### src/rtl/pipe_issue_arbiter_if.sv
// Requester-side handshake bundle for the issue arbiter.
// Master drives valid/inst; the arbiter (slave) drives ready.
interface pipe_issue_arbiter_if;
  logic       req0_valid;
  logic [7:0] req0_inst;
  logic       req0_ready;
  logic       req1_valid;
  logic [7:0] req1_inst;
  logic       req1_ready;

  modport master (
    output req0_valid, req0_inst, req1_valid, req1_inst,
    input  req0_ready, req1_ready
  );

  modport slave (
    input  req0_valid, req0_inst, req1_valid, req1_inst,
    output req0_ready, req1_ready
  );
endinterface

### src/rtl/pipe_issue_arbiter.sv
// Round-robin issue arbiter feeding the 4-register pipeline; pipe_inst lags a grant by 1 cycle, done by 3.
// Ready is combinational from the valids (one grant per cycle) and is withheld in DRAIN/IDLE and during reset.
module pipe_issue_arbiter #(
  parameter int CNT_W = 8
) (
  input  logic                 clk,
  input  logic                 rst,
  pipe_issue_arbiter_if.slave  bus,
  input  logic                 drain,
  output logic [7:0]           pipe_inst,
  output logic [1:0]           done,
  output logic                 idle,
  output logic [1:0]           inflight,
  output logic [CNT_W-1:0]     issued0_cnt,
  output logic [CNT_W-1:0]     issued1_cnt
);

  typedef enum logic [1:0] {ST_RUN, ST_DRAIN, ST_IDLE} state_t;

  state_t           r_state;
  logic             r_idle;
  logic             r_prio;
  logic [7:0]       r_pipe_inst;
  logic [2:0]       r_tag_vld;
  logic [2:0]       r_tag_id;
  logic [CNT_W-1:0] r_cnt0;
  logic [CNT_W-1:0] r_cnt1;

  logic       w_run;
  logic       w_gnt0;
  logic       w_gnt1;
  logic [1:0] w_inflight;
  logic [1:0] w_inflight_nxt;

  always_comb begin
    w_run          = !rst && (r_state == ST_RUN);
    w_gnt0         = w_run && bus.req0_valid && (!bus.req1_valid || !r_prio);
    w_gnt1         = w_run && bus.req1_valid && (!bus.req0_valid || r_prio);
    w_inflight     = {1'b0, r_tag_vld[0]} + {1'b0, r_tag_vld[1]} + {1'b0, r_tag_vld[2]};
    // Occupancy after the coming edge: lets idle rise in the same cycle inflight reaches 0.
    w_inflight_nxt = {1'b0, (w_gnt0 | w_gnt1)} + {1'b0, r_tag_vld[0]} + {1'b0, r_tag_vld[1]};
  end

  assign bus.req0_ready = w_gnt0;
  assign bus.req1_ready = w_gnt1;
  assign pipe_inst      = r_pipe_inst;
  assign done           = rst ? 2'b00 : {r_tag_vld[2] & r_tag_id[2], r_tag_vld[2] & ~r_tag_id[2]};
  assign inflight       = rst ? 2'd0 : w_inflight;
  assign idle           = !rst && r_idle;
  assign issued0_cnt    = r_cnt0;
  assign issued1_cnt    = r_cnt1;

  always_ff @(posedge clk) begin
    if (rst) begin
      r_state     <= ST_RUN;
      r_idle      <= 1'b0;
      r_prio      <= 1'b0;
      r_pipe_inst <= 8'h00;
      r_tag_vld   <= 3'b000;
      r_tag_id    <= 3'b000;
      r_cnt0      <= '0;
      r_cnt1      <= '0;
    end else begin
      case (r_state)
        ST_RUN: begin
          if (drain && (w_inflight_nxt == 2'd0)) begin
            r_state <= ST_IDLE;
            r_idle  <= 1'b1;
          end else if (drain) begin
            r_state <= ST_DRAIN;
            r_idle  <= 1'b0;
          end else begin
            r_idle  <= 1'b0;
          end
        end
        ST_DRAIN: begin
          if (!drain) begin
            r_state <= ST_RUN;
            r_idle  <= 1'b0;
          end else if (w_inflight_nxt == 2'd0) begin
            r_state <= ST_IDLE;
            r_idle  <= 1'b1;
          end else begin
            r_idle  <= 1'b0;
          end
        end
        ST_IDLE: begin
          if (!drain) begin
            r_state <= ST_RUN;
            r_idle  <= 1'b0;
          end else begin
            r_idle  <= 1'b1;
          end
        end
        default: begin
          r_state <= ST_RUN;
          r_idle  <= 1'b0;
        end
      endcase

      if (w_gnt0) begin
        r_prio      <= 1'b1;
        r_pipe_inst <= bus.req0_inst;
        r_cnt0      <= r_cnt0 + CNT_W'(1);
      end else if (w_gnt1) begin
        r_prio      <= 1'b0;
        r_pipe_inst <= bus.req1_inst;
        r_cnt1      <= r_cnt1 + CNT_W'(1);
      end else begin
        r_pipe_inst <= 8'h00;
      end

      r_tag_vld <= {r_tag_vld[1:0], (w_gnt0 | w_gnt1)};
      r_tag_id  <= {r_tag_id[1:0], w_gnt1};
    end
  end

endmodule

### src/flat_wrapper.sv
// flat-port wrapper written by rule: the top's interface ports become plain ports
module pipe_issue_arbiter_flat 
#(
  parameter int CNT_W = 8
)
  (clk, rst, drain, pipe_inst, done, idle, inflight, issued0_cnt, issued1_cnt, bus_req0_valid, bus_req0_inst, bus_req1_valid, bus_req1_inst, bus_req0_ready, bus_req1_ready);
  pipe_issue_arbiter_if bus_i ();
  input  logic clk;
  input  logic rst;
  input  logic drain;
  output logic [7:0] pipe_inst;
  output logic [1:0] done;
  output logic idle;
  output logic [1:0] inflight;
  output logic [CNT_W-1:0] issued0_cnt;
  output logic [CNT_W-1:0] issued1_cnt;
  input wire logic [$bits(bus_i.req0_valid)-1:0] bus_req0_valid;
  input wire logic [$bits(bus_i.req0_inst)-1:0] bus_req0_inst;
  input wire logic [$bits(bus_i.req1_valid)-1:0] bus_req1_valid;
  input wire logic [$bits(bus_i.req1_inst)-1:0] bus_req1_inst;
  output wire logic [$bits(bus_i.req0_ready)-1:0] bus_req0_ready;
  output wire logic [$bits(bus_i.req1_ready)-1:0] bus_req1_ready;
  assign bus_i.req0_valid = bus_req0_valid;
  assign bus_i.req0_inst = bus_req0_inst;
  assign bus_i.req1_valid = bus_req1_valid;
  assign bus_i.req1_inst = bus_req1_inst;
  assign bus_req0_ready = bus_i.req0_ready;
  assign bus_req1_ready = bus_i.req1_ready;
  pipe_issue_arbiter #(.CNT_W(CNT_W)) u_core (.clk(clk), .rst(rst), .bus(bus_i), .drain(drain), .pipe_inst(pipe_inst), .done(done), .idle(idle), .inflight(inflight), .issued0_cnt(issued0_cnt), .issued1_cnt(issued1_cnt));
endmodule
### config.mk
export PLATFORM = sky130hd
export DESIGN_NAME = pipe_issue_arbiter_flat
export DESIGN_NICKNAME = d
export VERILOG_FILES = /design/src/rtl/pipe_issue_arbiter_if.sv /design/src/rtl/pipe_issue_arbiter.sv /design/src/flat_wrapper.sv
export SDC_FILE = /design/constraint.sdc
export NUM_CORES = 1
export LEC_CHECK = 0
export BUFFER_PORTS_ARGS = -buffer_cell sky130_fd_sc_hd__buf_2
export CAP_MARGIN = 20
export CORE_AREA = 2 2 66 68
export CTS_BUF_LIST = sky130_fd_sc_hd__clkbuf_2
export DETAILED_ROUTE_END_ITERATION = 7
export DIE_AREA = 0 0 68 70
export SLEW_MARGIN = 20
export SYNTH_ARGS = -nofsm -noshare
export SYNTH_HDL_FRONTEND = slang
export SYNTH_SLANG_ARGS = --single-unit
### constraint.sdc
create_clock -name clk -period 1.9 [get_ports clk]
set_input_delay 0.285 -clock clk [delete_from_list [all_inputs] [get_ports clk]]
set_output_delay 0.285 -clock clk [all_outputs]
set_load 0.02 [all_outputs]
# After elaboration in Yosys (flattened, before gate mapping)
# Index checks and enable logic that the tools add are counted.
[word_totals] output_inout_bits=31 inputBits=21 register_bits=34 elab_cells=59
[op_classes] reduce_logical=18 muxes=17 bitwise=5 eq_ne=5 addsub=6
[op_table] op="8-bit by 1-bit adder with 8-bit output (second input constant)" n=2
[op_table] op="8-bit two-way mux" n=2
[op_table] op="2-bit two-way mux" n=7
[op_table] op="1-bit logical AND" n=7
[op_table] op="1-bit two-way mux" n=6
[op_table] op="2-bit one-hot mux with 3 select lines" n=1
[op_table] op="1-bit by 1-bit adder with 2-bit output" n=2
[op_table] op="2-bit by 1-bit adder with 2-bit output" n=2
[op_table] op="1-bit logical NOT" n=4
[op_table] op="2-bit logical NOT" n=2
[op_table] op="3-bit by 2-bit != test with 1-bit output (second input constant)" n=1
[op_table] op="3-bit != test (second input constant)" n=1
[op_table] op="1-bit one-hot mux with 3 select lines" n=1
[op_table] op="3-bit AND reduction" n=1
[op_table] op="1-bit AND" n=2
[op_table] op="2-bit by 1-bit == test with 1-bit output (second input constant)" n=1
[op_table] op="2-bit == test (second input constant)" n=1
[op_table] op="1-bit logical OR" n=2
[op_table] op="2-bit != test (second input constant)" n=1
[op_table] op="1-bit inverter" n=2
[op_table] op="2-bit AND reduction" n=1
[op_table] op="2-bit nonzero test" n=1
[op_table] op="1-bit bitwise OR" n=1

# Logic depth before layout (Yosys ltp)
[depth] depth_word=11 ltp_mapped=8 depth_no_buf=8

# Worst setup path after synthesis
# Ideal clock, no wire load.
[synth_path] kind="register to register" startpoint="register u_core.r_state[1]" endpoint="register u_core.r_idle" stages_incl_launch_ff=9 n_path_buf=0 setup_ps=80 setup_slack_ps=-152 t_required_ps=1820 synth_period_minus_slack_ps=2052 arrival_ps=1972 cell_sequence="dfxtp_1 nor3_4 nand2_1 nand2_1 inv_1 fa_1 nand2_1 mux2_2 nor3b_1"
[synth_between] elab_chain_cells=11 elab_cells_between_ends=17 cone_classes="add/sub (2); eq/ne (2); mux (4); bitwise (1); reduce/logical (8)"
[synth_lines] element="from (decl)" line="pipe_issue_arbiter.sv:20" text="state_t r_state;"
[synth_lines] element="from (signal assigned)" line="pipe_issue_arbiter.sv:55" text="r_state <= ST_RUN;"
[synth_lines] element="from (signal assigned)" line="pipe_issue_arbiter.sv:67" text="r_state <= ST_IDLE;"
[synth_lines] element="from (signal assigned)" line="pipe_issue_arbiter.sv:70" text="r_state <= ST_DRAIN;"
[synth_lines] element="2-bit logical NOT" line="pipe_issue_arbiter.sv:36, pipe_issue_arbiter.sv:64"
[synth_lines] element="1-bit logical AND" line="pipe_issue_arbiter.sv:36" text="w_run = !rst && (r_state == ST_RUN);"
[synth_lines] element="1-bit logical AND (on tied branches) (2 in a row)" line="pipe_issue_arbiter.sv:37, pipe_issue_arbiter.sv:38"
[synth_lines] element="1-bit bitwise OR" line="pipe_issue_arbiter.sv:41" text="w_inflight_nxt = {1'b0, (w_gnt0 | w_gnt1)} + {1'b0, r_tag_vld[0]} + {1'b0, r_tag_vld[1]};"
[synth_lines] element="1-bit by 1-bit adder with 2-bit output" line="pipe_issue_arbiter.sv:41"
[synth_lines] element="2-bit by 1-bit adder with 2-bit output" line="pipe_issue_arbiter.sv:41"
[synth_lines] element="2-bit logical NOT" line="pipe_issue_arbiter.sv:66, pipe_issue_arbiter.sv:80"
[synth_lines] element="1-bit two-way mux / 1-bit logical AND (equally long branches)" line="pipe_issue_arbiter.sv:80, pipe_issue_arbiter.sv:66"
[synth_lines] element="1-bit two-way mux (on tied branches)" line="pipe_issue_arbiter.sv:77, pipe_issue_arbiter.sv:66"
[synth_lines] element="1-bit one-hot mux with 3 select lines *" line="pipe_issue_arbiter.sv:64" text="case (r_state)"
[synth_lines] element="to (signal assigned)" line="pipe_issue_arbiter.sv:68" text="r_idle <= 1'b1;"
[synth_lines] element="to (signal assigned)" line="pipe_issue_arbiter.sv:79" text="r_idle <= 1'b0;"
[synth_lines] element="to (signal assigned)" line="pipe_issue_arbiter.sv:82" text="r_idle <= 1'b1;"
[synth_lines] element="to (decl)" line="pipe_issue_arbiter.sv:21" text="logic r_idle;"
# Mark *: on every way between the ends. The rest lies on a longest branch, timed or not.
# A chain may end at the register's enable or synchronous reset.

# Final worst setup path
[layout_path] startpoint="register u_core.r_state[0]" endpoint="register u_core.r_state[1]"
[layout_between] elab_chain_cells=11 elab_cells_between_ends=19 cone_classes="add/sub (2); eq/ne (5); mux (2); bitwise (1); reduce/logical (9)"
[layout_lines] element="2-bit logical NOT" line="pipe_issue_arbiter.sv:36, pipe_issue_arbiter.sv:64"
[layout_lines] element="1-bit logical AND" line="pipe_issue_arbiter.sv:36"
[layout_lines] element="1-bit logical AND (on tied branches) (2 in a row)" line="pipe_issue_arbiter.sv:37, pipe_issue_arbiter.sv:38"
[layout_lines] element="1-bit bitwise OR" line="pipe_issue_arbiter.sv:41"
[layout_lines] element="1-bit by 1-bit adder with 2-bit output" line="pipe_issue_arbiter.sv:41"
[layout_lines] element="2-bit by 1-bit adder with 2-bit output" line="pipe_issue_arbiter.sv:41"
[layout_lines] element="2-bit logical NOT" line="pipe_issue_arbiter.sv:66, pipe_issue_arbiter.sv:80"
[layout_lines] element="1-bit logical AND" line="pipe_issue_arbiter.sv:66" text="if (drain && (w_inflight_nxt == 2'd0)) begin"
[layout_lines] element="3-bit != test (no line) / 2-bit two-way mux (equally long branches)"
[layout_lines] element="3-bit AND reduction (no line) / 2-bit one-hot mux with 3 select lines (equally long branches)"
# Several ways; a longest one is shown, not always the timed one.

==> flow_metrics.env <==
export IMPL_status="completed"
export IMPL_rsz0062_at_grt="true"
export IMPL_drt_iter0_markers=39
export IMPL_ant_nets=0
export IMPL_final_setup_tns_ns=0
export IMPL_grt_max_degree=30
export IMPL_wl_met2_mm=1.383
export IMPL_track_usage_pct=13.63
export IMPL_grt_pass1_vias=1077
export IMPL_clk_pin_slew_ns=0.17
export IMPL_relSlewSlack_pct=79.98
export IMPL_fin_nets=233
export IMPL_antenna_found_initial=0
export IMPL_synthArstFlopShare_pct=0
export IMPL_drc=0
export IMPL_io_buffers=51
export IMPL_grt_pass1_wl_mm=4.912
export IMPL_syn2layout_area_growth_pct=35.67
export IMPL_dr_pass1_iters=4
export IMPL_dieArea_sq_um=4760
export IMPL_synth_cell_types=32
export IMPL_cap_violations=0
export IMPL_drt_vias_per_instance=4.594
export IMPL_p_total_mw=1.458
export IMPL_worstSetupEndpoint="u_core.r_state[1]$_SDFFE_PP0P_"
export IMPL_worstHoldPathType="in -> reg"
export IMPL_finalCritPeriodShare_pct=99.85
export IMPL_p_per_area_nw_per_um2=781.4
export IMPL_antennaDiodeCount=0
export IMPL_num_vias=1199
export IMPL_worstSetupPathType="reg -> reg"
export IMPL_r2r_slack_ns=0.003
export IMPL_final_util_pct=45.02
export IMPL_critPathLaunch="u_core.r_state[0]$_SDFFE_PP0P_"
export IMPL_wl_mm=2.854
export IMPL_wire_per_inst_um=10.93
export IMPL_dp_hpwl_mm=2.056
export IMPL_h_tree_depth=2
export IMPL_top_layer_used="met4"
export IMPL_r2r_end="u_core.r_state[1]$_SDFFE_PP0P_"
export IMPL_placed_cell_area_sq_um=1757
export IMPL_die_y_um=70
export IMPL_core_rowCount=24
export IMPL_skew_ns=0.002855
export IMPL_m1WireLength_mm=1.205
export IMPL_cts_path_max_buffers=2
export IMPL_postSynthCellCount=138
export IMPL_whs_ns=0.1268
export IMPL_fin_cells=261
export IMPL_p_leak_nw=0.8841
export IMPL_timing_rr_start="u_core.r_state[0]$_SDFFE_PP0P_"
export IMPL_pre_cts_slack_ns=-0.08951
export IMPL_clockRootBuffer="clkbuf_2"
export IMPL_ys_ff_latch=34
export IMPL_ir_worst_vdd_uv=334.3
export IMPL_layout_min_cycle_time_ns=1.897
export IMPL_reg2regPathDepth=8
export IMPL_setup_viol_count_final=0
export IMPL_final_cell_mix="48 x buf_2, 31 x dfxtp_1, 20 x buf_4"
export IMPL_placedCellCount=246
export IMPL_worst_slew_pin_slew_ns=0.3003
export IMPL_cts_tree="yes"
export IMPL_post_synth_cell_area_avg_sq_um=9.964
export IMPL_cp_arrival_ns=2.19
export IMPL_synth_net_count=163
export IMPL_hold_violations=0
export IMPL_overflow=0
export IMPL_critPathMaxFanout=4
export IMPL_final_common_cell="buf_2"
export IMPL_wl_met3_um=230
export IMPL_coreArea_sq_um=4144
export IMPL_synth_edf_count=0
export IMPL_die_x_um=68
export IMPL_fin_area_sq_um=1866
export IMPL_cts_buffers_inserted=5
export IMPL_synthFlopType="dfxtp_1"
export IMPL_yosysSeqAreaShare_pct=49.50
export IMPL_io_pins=52
export IMPL_cp_start_kind="register"
export IMPL_layout_setup_ws_ns=0.002826
export IMPL_clock_latency_ns=0.35
export IMPL_critical_path_required_ns=2.20
export IMPL_max_freq_mhz=527.1
export IMPL_drive_above_1_share_pct=42.58
export IMPL_start_util_pct=33.18
export IMPL_yosys_warnings=0
export IMPL_end_kind="register"
export IMPL_hold_buffers=0
export IMPL_slew_viol_final=0
export IMPL_syn_area_sq_um=1375
export IMPL_clock_sinks=34
export IMPL_routabilityCongestion=0.6960
[repair_timing]
item,CTS,global route
endpoints found under the setup margin,4,5
hold endpoints to repair,0,0
setup buffers,1,6
resized for setup,4,3
pin swaps,4,5
[routing by layer]
layer | GRT usage (%) | vias up
met5 | 0 | -
met4 | 5.333 | 0
met3 | 5.475 | 2
met2 | 21.04 | 43
met1 | 16.68 | 536
li1 | - | 618
[layout make-up]
type                       instances  area [sq um]
inverter                           6         30.03
sequential                        34         684.4
timing repair buffer              68         390.4
tap                               52         65.06
multi-input combinational         93         656.9
clock buffer                       6         30.03
fill                             424          2278
clock inverter                     2         8.758
[cell usage after synthesis, drive strengths merged, types with 2 or more instances]
master | count | area, sq um
and3 | 3 | 18.77
fa | 2 | 40.04
nor3b | 3 | 22.52
nand2b | 3 | 18.77
xor2 | 5 | 43.79
dfxtp | 34 | 680.7
buf | 4 | 30.02
and2 | 3 | 18.77
nand2 | 9 | 33.78
nor2b | 6 | 37.54
nand3 | 4 | 32.53
nand4 | 7 | 50.05
o21ai | 7 | 35.03
nor2 | 10 | 37.54
xnor2 | 2 | 17.52
or3 | 5 | 31.28
ha | 2 | 25.02
a22o | 8 | 70.07
a21oi | 7 | 35.03
inv | 6 | 22.52
[logic make-up (layout without fill, tap and decap cells)]
group,count (synthesis),in the layout,synth area share [%]
AOI/OAI and AO/OA,24,24,11.28
DFF,34,34,49.50
and+or+nand+nor,56,56,24.39
muxes,2,2,1.547
adders and majority gates,4,4,4.731
buffers and inverters,11,82,4.094
xor gates and xnor gates,7,7,4.459
[worst min-delay path by stage]
stage	end	startpoint	cells past startpoint	slack, ns
6_report	u_core.pipe_inst[3]$_SDFF_PP0_	bus_req1_inst[3]	2	0.13
5_1_grt	u_core.pipe_inst[3]$_SDFF_PP0_	bus_req1_inst[3]	2	0.07
4_1_cts	u_core.pipe_inst[3]$_SDFF_PP0_	bus_req1_inst[3]	2	0.09
3_5_place_dp	u_core.r_tag_id[1]$_SDFF_PP0_	u_core.r_tag_id[0]$_SDFF_PP0_	1	0.43
3_3_place_gp	u_core.r_tag_id[2]$_SDFF_PP0_	u_core.r_tag_id[1]$_SDFF_PP0_	1	0.43
2_1_floorplan	u_core.pipe_inst[0]$_SDFF_PP0_	bus_req1_inst[0]	1	0.41
[report_power, final]
group / switching (mW) / internal, mW
combinational: 0.174 / 0.165
sequential: 0.0271 / 0.765
clock: 0.235 / 0.0908
total: 0.436 / 1.02
[sequential cells by signal (all words and copies together), names as in the netlist]
name / cells
u_core.issued1_cnt: 8
u_core.r_prio: 1
u_core.r_idle: 1
u_core.r_tag_id: 3
u_core.pipe_inst: 8
u_core.r_tag_vld: 3
u_core.issued0_cnt: 8
u_core.r_state: 2
[worst max-delay path, cell delays in order, from the launching register on]
cell and delay (ns):
dfxtp_2 0.37, nor3_4 0.28, nand2_2 0.11, nand2_2 0.09
inv_2 0.04, fa_1 0.47, nand2_1 0.06, mux2_4 0.28
nor3b_2 0.15
No activity file was read; power rests on OpenSTA's default activity.
